[config.mk]
export PLATFORM = sky130hd
export DESIGN_NAME = bit4_adder
export DESIGN_NICKNAME = d
export VERILOG_FILES = /design/src/rtl/bit4_adder_arbiter.sv
export SDC_FILE = /design/constraint.sdc
export NUM_CORES = 1
export LEC_CHECK = 0
export BUFFER_PORTS_ARGS = -buffer_cell sky130_fd_sc_hd__buf_2
export CORE_AREA = 2 2 39 41
export DETAILED_ROUTE_END_ITERATION = 6
export DIE_AREA = 0 0 41 43
export PLACE_DENSITY = 0.3
export RECOVER_POWER = 100
export SLEW_MARGIN = 20
export SYNTH_ARGS = -nofsm -noshare
export SYNTH_HDL_FRONTEND = slang
export SYNTH_SLANG_ARGS = --single-unit
[constraint.sdc]
create_clock -name vclk -period 2.6
set_input_delay 0.26 -clock vclk [all_inputs]
set_output_delay 0.26 -clock vclk [all_outputs]
set_load 0.005 [all_outputs]
[src/rtl/bit4_adder_arbiter.sv]
// Two-requester round-robin front end for one shared 4-bit adder, with a registered, tagged response.
// Optional grant counters are compiled in with ARB_STATS_EN.

module bit4_adder (
  input  logic [3:0] x,
  input  logic [3:0] y,
  input  logic       cin,
  output logic [4:0] s
);
  logic [4:0] c;
  assign c[0] = cin;
  for (genvar i = 0; i < 4; i++) begin : g_fa
    assign s[i]   = x[i] ^ y[i] ^ c[i];
    assign c[i+1] = (x[i] & y[i]) | (c[i] & (x[i] ^ y[i]));
  end
  assign s[4] = c[4];
endmodule


# [Yosys cells after proc, flatten, opt, wreduce, memory -nomap -nowiden]
# Index checks and enable logic that the tools add are counted.
# W data, S select, Z words.
[op_classes] bitwise_logic=20
[op_table] op="$and A1 B1 Y1" n=8
[op_table] op="$xor A1 B1 Y1" n=8
[op_table] op="$or A1 B1 Y1" n=4
[word_totals] wordCells=20 in_bits=9 out_inout_bits=5 regBits=0

# [Depth between registers and ports, before layout]
[depth] word_depth=9 ltp_mapped=8 depth_no_buf=8

# [Worst setup path before layout]
# OpenSTA, ideal clock, no wires.
[synth_timing] kind="in2out" from="in y[0]" to="out s[3]" path_buffers=0 required_time_ps=2340 arrival_ps=1785 cell_stages=8 slack_ps=555 cell_sequence="fa_1 inv_1 fa_1 inv_1 fa_1 inv_1 fa_1 inv_1"
[synth_via] elab_chain_cells=8 word_cells_on_any_way=9 classes_between="9 x bitwise"
[synth_rtl] item="from (decl)" line="6" rtl="input logic [3:0] y,"
[synth_rtl] item="$xor A1 B1 Y1" line="14" rtl="assign c[i+1] = (x[i] & y[i]) | (c[i] & (x[i] ^ y[i]));"
[synth_rtl] item="$and A1 B1 Y1" line="14"
[synth_rtl] item="$or A1 B1 Y1 (*)" line="14"
[synth_rtl] item="$and A1 B1 Y1 (*)" line="14"
[synth_rtl] item="$or A1 B1 Y1 (*)" line="14"
[synth_rtl] item="$and A1 B1 Y1 (*)" line="14"
[synth_rtl] item="$or A1 B1 Y1 (*)" line="14"
[synth_rtl] item="$xor A1 B1 Y1 (*)" line="13" rtl="assign s[i] = x[i] ^ y[i] ^ c[i];"
[synth_rtl] item="to (decl)" line="8" rtl="output logic [4:0] s"
# Every way passes the cells marked *; elsewhere a longest branch is shown, timed or not.

# [Worst setup path after layout]
# Same ends and word-level chain as after synthesis.

==> qor.txt <==
final hold vios = 0
Rel. slew slack = 93.0%
unrepaired setup endpoints after global routing = no
routed wire length = 300 um
Area Growth Syn to Fin = 71.3%
most common cell after layout, fill and taps aside = inv_1
Startpoint Class = primary input
first-pass GRT wire length = 448 um
Slew @ Worst Pin = 106 ps
setup tns final = 0 ps
max-slew violations = 0
initial antenna violation count = 0
Ports = 14
I/O Buffers = 14
Synth Area per Inst = 8.40 sq um
DR vias = 114
gate count after technology mapping = 14
Vias/cell = 2.59
commonest non-fill, non-tap cells in the layout = inv_1, buf_2, clkbuf_1, fa_1
vias in the first global route = 114
CLK BUF = 0
peak supply drop = 0.0379 mV
Lkg Pwr = 0.124 nW
starting density of the core = 8.50%
crit end category = primary output
row count = 14
register area share after synthesis = 0%
iteration-0 DRC count of the detailed router = 0
core area = 0.00138 sq mm
HP Class = primary input to primary output
clock period minus worst slack = 2310 ps
Post-CTS Setup Inserts = 0
GRT overflow = 0
Sequential Area = 0 sq um
Avg WL per Cell = 6.82 um
final hold slack = 860 ps
Design Area, Final = 201 sq um
die area = 0.00176 sq mm
hold buffers post-CTS = 0
Post-Place Cell Area = 208 sq um
RD Place Congestion = 0.540
Setup Crit Path Kind = primary input to primary output
Final setup viols = 0
Crit Path Max Fanout = 1
syn nets = 27
Die Y = 43 um
Netlist cell types = 2
outcome = finished clean
Total Routing Usage GR = 3.41%
# diodes = 0
total power = 35.9 uW
Max-Cap Viols = 0
yosys warns = 0
FFs & Latches = 0
worst path arrival time = 2050 ps
post-CTS sizing = 0
final core occ = 14.6%
largest net degree at the start of global routing = 2
Routed Antenna Nets = 0
Fmax = 433 MHz
pwr dens = 178 mW/mm^2
share of cells above drive strength 1 = 32.1%
layout net count = 43
Worst EP required = 2340 ps
Residual DRC = 0
Pre-antenna DRT Iters = 1
overall die width = 41 um
area of the mapped netlist = 118 sq um
Final period util = 88.8%
[where the power goes]
| part | switching, mW | total, mW | internal, mW | leakage [nW] |
|---|---|---|---|---|
| Combinational | 0.0189 | 0.0359 | 0.0170 | 0.124 |
| Clock | 0 | 0 | 0 | 0 |
| Sequential | 0 | 0 | 0 | 0 |
[layer usage]
layer | up-vias | track usage [%] | wire, um
li1 | 60 | - | -
met5 | - | 0 | 0
met3 | 0 | 1.57 | 72
met4 | 0 | 0 | 0
met2 | 14 | 4.38 | 78
met1 | 40 | 5.47 | 148
[critical path, cell delays in order]
cell,delay (ps)
clkbuf_1,90
fa_1,410
inv_1,70
fa_1,160
inv_1,50
fa_1,360
inv_1,70
fa_1,400
inv_1,60
clkbuf_1,120
[path summary, 6_finish.rpt]
check	start	end	slack, ps	cells past startpoint
worst max-delay path	y[0]	s[3]	290	10
worst min-delay path	x[0]	s[0]	860	3
[final cells by class]
type,count,area [sq um]
repair buffers,14,63.8
fillers,160,1180
multi-input cells,4,80.1
inverters,10,37.5
well taps,16,20.0
[synthesized netlist by cell type]
cell | number | area share (%)
fa_1 | 4 | 68
inv_1 | 10 | 32
[stage by stage]
step | worst slack, ps | instances
detailed placement | 257 | 44
global route | 138 | 44
CTS | 255 | 44
global placement | 285 | 44
floorplan | 555 | 14
finish | 290 | 44
[logic make-up (layout without fill, tap and decap cells)]
family | count (synthesis) | count (layout) | synth area share [%]
buf+inv | 10 | 24 | 31.9
fa+ha+maj | 4 | 4 | 68.1
Power figures use the tool's default switching activity.
